File: config.mk
export PLATFORM = sky130hd
export DESIGN_NAME = cpu_debug_probe
export DESIGN_NICKNAME = d
export VERILOG_FILES = /design/src/rtl/cpu_debug_probe.sv
export SDC_FILE = /design/constraint.sdc
export NUM_CORES = 1
export LEC_CHECK = 0
export BUFFER_PORTS_ARGS = -buffer_cell sky130_fd_sc_hd__buf_2
export CORE_MARGIN = 5
export CORE_UTILIZATION = 50
export CTS_BUF_LIST = sky130_fd_sc_hd__clkbuf_4
export CTS_CLUSTER_SIZE = 8
export DETAILED_ROUTE_END_ITERATION = 10
export PLACE_DENSITY_LB_ADDON = 0.25
export RECOVER_POWER = 25
export SETUP_SLACK_MARGIN = 0.2
export SYNTH_ARGS = -nofsm -noshare
export SYNTH_HDL_FRONTEND = slang
export SYNTH_SLANG_ARGS = --single-unit
File: constraint.sdc
create_clock -name clock -period 2.4 [get_ports clock]
set_input_delay 0.24 -clock clock [delete_from_list [all_inputs] [get_ports clock]]
set_output_delay 0.24 -clock clock [all_outputs]
set_load 0.05 [all_outputs]
File: src/rtl/cpu_debug_probe.sv
// Run-control and register-readout probe between the CPU core and the board.
// Provides halt/step/resume, a data breakpoint, a halt snapshot and a saturating run-cycle count.
module cpu_debug_probe #(
  parameter int W    = 8,
  parameter int NREG = 16,
  parameter int AW   = 8,
  parameter int CW   = 16
) (
  input  logic                clock,
  input  logic                reset_N,
  input  logic [NREG*W-1:0]   obs_bus,
  input  logic [AW-1:0]       resad,
  output logic [W-1:0]        resdt,
  input  logic                halt_cmd,
  input  logic                step_cmd,
  input  logic                resume_cmd,
  input  logic                bp_en,
  input  logic [AW-1:0]       bp_sel,
  input  logic [W-1:0]        bp_val,
  output logic                cpu_en,
  output logic                halted,
  output logic                bp_hit,
  output logic [CW-1:0]       run_cycles
);

  typedef enum logic [1:0] {
    ST_RUN  = 2'd0,
    ST_HALT = 2'd1,
    ST_STEP = 2'd2
  } state_t;

  localparam logic [AW:0] NREG_V = (AW+1)'(NREG);

  state_t              state_r;
  state_t              state_next_s;
  logic                bp_mask_r;
  logic                mask_next_s;
  logic                bp_hit_r;
  logic                bp_set_s;
  logic                bp_clr_s;
  logic                bp_match_s;
  logic [NREG*W-1:0]   snap_r;
  logic [W-1:0]        resdt_r;
  logic [W-1:0]        resdt_next_s;
  logic [CW-1:0]       run_cycles_r;

  function automatic logic idx_ok(input logic [AW-1:0] idx);
    return ({1'b0, idx} < NREG_V);
  endfunction

  // Out-of-range indices yield zero, which is also the readout value for them.
  function automatic logic [W-1:0] word_at(input logic [NREG*W-1:0] bus, input logic [AW-1:0] idx);
    logic [W-1:0] w;
    w = {W{1'b0}};
    for (int i = 0; i < NREG; i++) begin
      w = ({1'b0, idx} == (AW+1)'(i)) ? bus[i*W +: W] : w;
    end
    return w;
  endfunction

  // Breakpoint compare, suppressed in the first run cycle after a resume
  always_comb begin
    bp_match_s = 1'b0;
    if (bp_en && !bp_mask_r && idx_ok(bp_sel)) begin
      bp_match_s = (word_at(obs_bus, bp_sel) == bp_val);
    end else begin
      bp_match_s = 1'b0;
    end
  end

  // Next-state and flag control for run / halt / single-step
  always_comb begin
    state_next_s = state_r;
    mask_next_s  = 1'b0;
    bp_set_s     = 1'b0;
    bp_clr_s     = 1'b0;
    case (state_r)
      ST_RUN: begin
        bp_set_s = bp_match_s;
        if (halt_cmd || bp_match_s) begin
          state_next_s = ST_HALT;
        end else begin
          state_next_s = ST_RUN;
        end
      end
      ST_HALT: begin
        if (resume_cmd) begin
          state_next_s = ST_RUN;
          bp_clr_s     = 1'b1;
          mask_next_s  = 1'b1;
        end else if (step_cmd) begin
          state_next_s = ST_STEP;
        end else begin
          state_next_s = ST_HALT;
        end
      end
      ST_STEP: state_next_s = ST_HALT;
      default: state_next_s = ST_RUN;
    endcase
  end

  // Readout source: frozen snapshot while halted, live bus otherwise
  always_comb begin
    resdt_next_s = {W{1'b0}};
    if (state_r == ST_HALT) begin
      resdt_next_s = word_at(snap_r, resad);
    end else begin
      resdt_next_s = word_at(obs_bus, resad);
    end
  end

  // State, one-cycle breakpoint mask and sticky hit flag
  always_ff @(posedge clock or negedge reset_N) begin
    if (!reset_N) begin
      state_r   <= ST_RUN;
      bp_mask_r <= 1'b0;
      bp_hit_r  <= 1'b0;
    end else begin
      state_r   <= state_next_s;
      bp_mask_r <= mask_next_s;
      if (bp_clr_s) begin
        bp_hit_r <= 1'b0;
      end else if (bp_set_s) begin
        bp_hit_r <= 1'b1;
      end
    end
  end

  // Snapshot capture on every entry into HALT
  always_ff @(posedge clock or negedge reset_N) begin
    if (!reset_N) begin
      snap_r <= {(NREG*W){1'b0}};
    end else if ((state_next_s == ST_HALT) && (state_r != ST_HALT)) begin
      snap_r <= obs_bus;
    end
  end

  // Registered readout data
  always_ff @(posedge clock or negedge reset_N) begin
    if (!reset_N) begin
      resdt_r <= {W{1'b0}};
    end else begin
      resdt_r <= resdt_next_s;
    end
  end

  // Saturating count of enabled CPU cycles
  always_ff @(posedge clock or negedge reset_N) begin
    if (!reset_N) begin
      run_cycles_r <= {CW{1'b0}};
    end else if ((state_r != ST_HALT) && (run_cycles_r != {CW{1'b1}})) begin
      run_cycles_r <= run_cycles_r + CW'(1);
    end
  end

  assign cpu_en     = (state_r != ST_HALT);
  assign halted     = (state_r == ST_HALT);
  assign bp_hit     = bp_hit_r;
  assign resdt      = resdt_r;
  assign run_cycles = run_cycles_r;

endmodule

==> results.md <==
- Mux contribution to synthesized area: 0.308
- Top_reg_cell synth: dfrtp_1
- Cell mode on critical path: buf_4
- RSZ-0062 raised after global routing: true
- Worst Hold Class: in2reg
- DR DRC count: 0
- CTS Buf Count: 17
- Via density: 6.30
- Gate power share: 0.380
- Gr ovfl total: 0
- Routed via count: 10600
- Mapped Avg Cell Area: about 11 um^2
- Post-DP HPWL: slightly below 30 mm
- PD cells: around 590 nW/um^2
- Area share of and/or/nand/nor cells after synthesis: 0.0997
- Final worst-path cycle share: 1.11
- Clk_skew: 19.5 ps
- Final worst slack: -261 ps
- Seq pwr share: 0.413
- F_max: 0.376 GHz
- Cell taking the most area after synthesis: dfrtp_1
- First-pass GRT wire length: a little over 60 mm
- GRT Overall Usage: 0.326
- Worst Path Arrival: slightly above 3000 ps
- Slowest stage delay, CP: about 430 ps
- Worst r2r path cells: 8
- Flops & latches, synth: 156
- Vias in the first global route: 10300
- P&R area growth vs syn: 43.9%
- Number of setup violations in the final report: between 100 and 150
- Cells after DPL: 1553
- Slew Viols, Final: 0
- Largest family of logic cells by synthesized area: multiplexers
- Die Span Y: 154 um
- Clock power share: 0.207
- CTS tree: yes
- Most frequent cells in the layout: buf_4, buf_2, dfrtp_1
- Initial DRC count: about 1300
- Slowest CP cell: nor2b_1
- Largest net degree at the start of global routing: between 50 and 60
- Initial Util: 0.512
- Synth Area in Compound Gates: 0.158
- Sequential share of the synthesized area: 0.374
- Routed length per instance: roughly 25 um
- Worst R2R Setup Slack: between 200 and 250 ps
- CP Capture Type: flip-flop
- Failing checks: setup timing
- Routed Antenna Nets: 0
- Top cells by area, synth: dfrtp_1, mux2_4, mux2_2
- Die ar.: 23800 um^2
- Worst slew pin tran: about 1300 ps
- Clock Latency Late Sink: between 500 and 600 ps
- Hold path depth: 3
- Final hold vios: 0
- Max Buffers Root-to-Sink: 2
- Core area: between 20000 and 25000 um^2
- Syn_nets: 1090
- Multi-input gate area: between 6000 and 7000 um^2
- Non-filler cells in the finished layout: 1677
- Status: finished with violations
- Rel. slew slack: 0.100
- Post-Syn Area: roughly 10000 um^2
- FFs w/ async S/R, synth: 1.00
- Most common cell after layout, fill and taps aside: buf_4
- Required time of the critical path: 2850 ps
- Post-Synth Adder-Cell Area: 0.00120
- Initial antenna violation count: 2
- Drt total wl: around 41 mm
- Max_cap viols: 0
- Crit Path Max Fanout: 16
- Sw Ratio: 0.337
- FF+latch area: 3910 um^2
- Crit path cell chain: buf_4, nor2b_1, a31oi_1, o32ai_1, o2111ai_2, buf_4, mux2i_1, nor4_2, buf_4, a31oi_4, buf_12, buf_12, mux2_2
- Hold_ws: between 30 and 40 ps
- Pre-CTS setup slack: -748 ps
- Buffers on Ports: 184
- Nets: between 1500 and 2000
- Clock Pin Slew Worst Setup and Hold Paths: 140 ps
- Gpl congestion: between 1 and 1.5
- Post-Syn Instances: between 900 and 1000
- Sinks on the clock net: 156
- Fillers: approximately 1400
- EDFF count, synth: 0
- Die Wd: 154 um
- Sw Pwr: between 2 and 3 mW
- Leak: about 7.1 nW
- DR pass1 iterations: 8
- Yosys Warn Count: 0
- Xor/xnor share of the synthesized area: 0.0143
- Setup Crit Path Kind: in2reg
- Layout cell share with drive strength beyond 1: 0.515
- Root Buffer Master: clkbuf_4
- Crit start category: input pin
- Top cell type's share of synthesized area: 0.374
- H-tree levels: 4
- Io pins: between 150 and 200
- Row count: 52
- Distinct cells, synth: 74
- Post-Place Cell Area: about 13000 um^2
- Final min period: about 2700 ps
- Pint: approximately 6 mW
- Post-route design area: 15000 um^2
- Total Power Consumption: about 8.8 mW
- Maximum VDD drop: 684 uV
-- per-stage QoR --
stage	TNS, ps	util
global route	-9980	0.737
floorplan	-28960	-
detailed placement	-92390	0.658
finish	-23060	0.737
global placement	-95220	0.658
CTS	-17.5	0.712
-- cell usage after synthesis (4+ instances only) --
library cell / count
a21o_1: 4
a2111oi_0: 4
mux2_2: 56
and2_1: 5
mux4_2: 26
xnor2_1: 13
dfrtp_1: 156
clkbuf_1: 28
nand4_1: 6
nand2_1: 52
a211oi_1: 5
buf_6: 11
o22ai_1: 40
o21ai_0: 56
o2111ai_1: 6
a221oi_1: 4
buf_4: 8
nor2_1: 52
o21a_1: 8
a31oi_1: 7
a22o_1: 15
xor2_1: 4
nand2b_1: 7
inv_1: 12
o32a_1: 5
nor3b_1: 7
buf_2: 20
o221ai_1: 11
a22oi_1: 13
buf_1: 5
o22a_1: 4
nor3_1: 12
a211o_1: 5
a21oi_1: 31
mux2_4: 109
mux2i_1: 35
nor2b_1: 17
nand3_1: 15
-- final cells by class --
| cell class | instances | area share |
|---|---|---|
| timing repair buffer | 513 | 0.269 |
| tap | 270 | 0.0225 |
| clock inverter | 12 | 0.0108 |
| antenna | 2 | 0.000333 |
| inverter | 14 | 0.00358 |
| multi-input combinational | 690 | 0.424 |
| sequential | 156 | 0.260 |
| clock buffer | 20 | 0.0100 |
-- cells by family (layout without fill, tap and decap cells) --
logic type      Yosys count  in the layout
buf+inv                  86            559
mux                     227            227
simple gates            200            201
flops                   156            156
fa+ha+maj                 1              1
other cells               0              2
compound gates          244            244
xor+xnor                 17             17
-- metal layers --
metal	vias to the layer above	GRT usage	share of wire	wire length, um
met5	-	0	0	0
met4	0	0.130	0.044	1830
met3	139	0.0626	0.11	4610
met2	759	0.498	0.45	18500
met1	5176	0.460	0.40	16400
li1	4490	-	-	-
-- registers in the layout (all words and copies together) (netlist names) --
name / cells
bp_hit: 1
bp_mask_r: 1
resdt: 8
run_cycles: 16
snap_r: 128
state_r: 2
-- power groups by stage --
stage	combinational (mW)	clock (mW)	sequential, mW
4_1_cts	3.12	1.83	3.60
3_3_place_gp	2.93	0	3.62
6_report	3.35	1.82	3.64
3_5_place_dp	2.99	0	3.64
2_1_floorplan	1.80	0	3.76
5_1_grt	3.50	1.95	3.69
-- worst max-delay path, delay by kind of cell --
kind / cells / cell delay (ps)
muxes: 2 / 520
and+or+nand+nor: 2 / 490
buffers and inverters: 5 / 980
AOI/OAI and AO/OA: 4 / 850
-- timing repair --
item                                    CTS  global route
pin swaps                                 4             8
gates cloned                              0            10
hold buffers                             58            11
resized for setup                        33            35
endpoints found under the setup margin  135           141
setup buffers                             7             4
hold endpoints to repair                109            11
-- final timing paths --
path,startpoint,endpoint
max,bp_sel[2],snap_r[39]
min,obs_bus[108],snap_r[108]
max reg2reg,snap_r[7],resdt[7]
min reg2reg,run_cycles[7],run_cycles[7]
max in group asynchronous,reset_N,run_cycles[4]
min in group asynchronous,reset_N,snap_r[36]
Note: power is estimated with default switching activity, not from simulation.
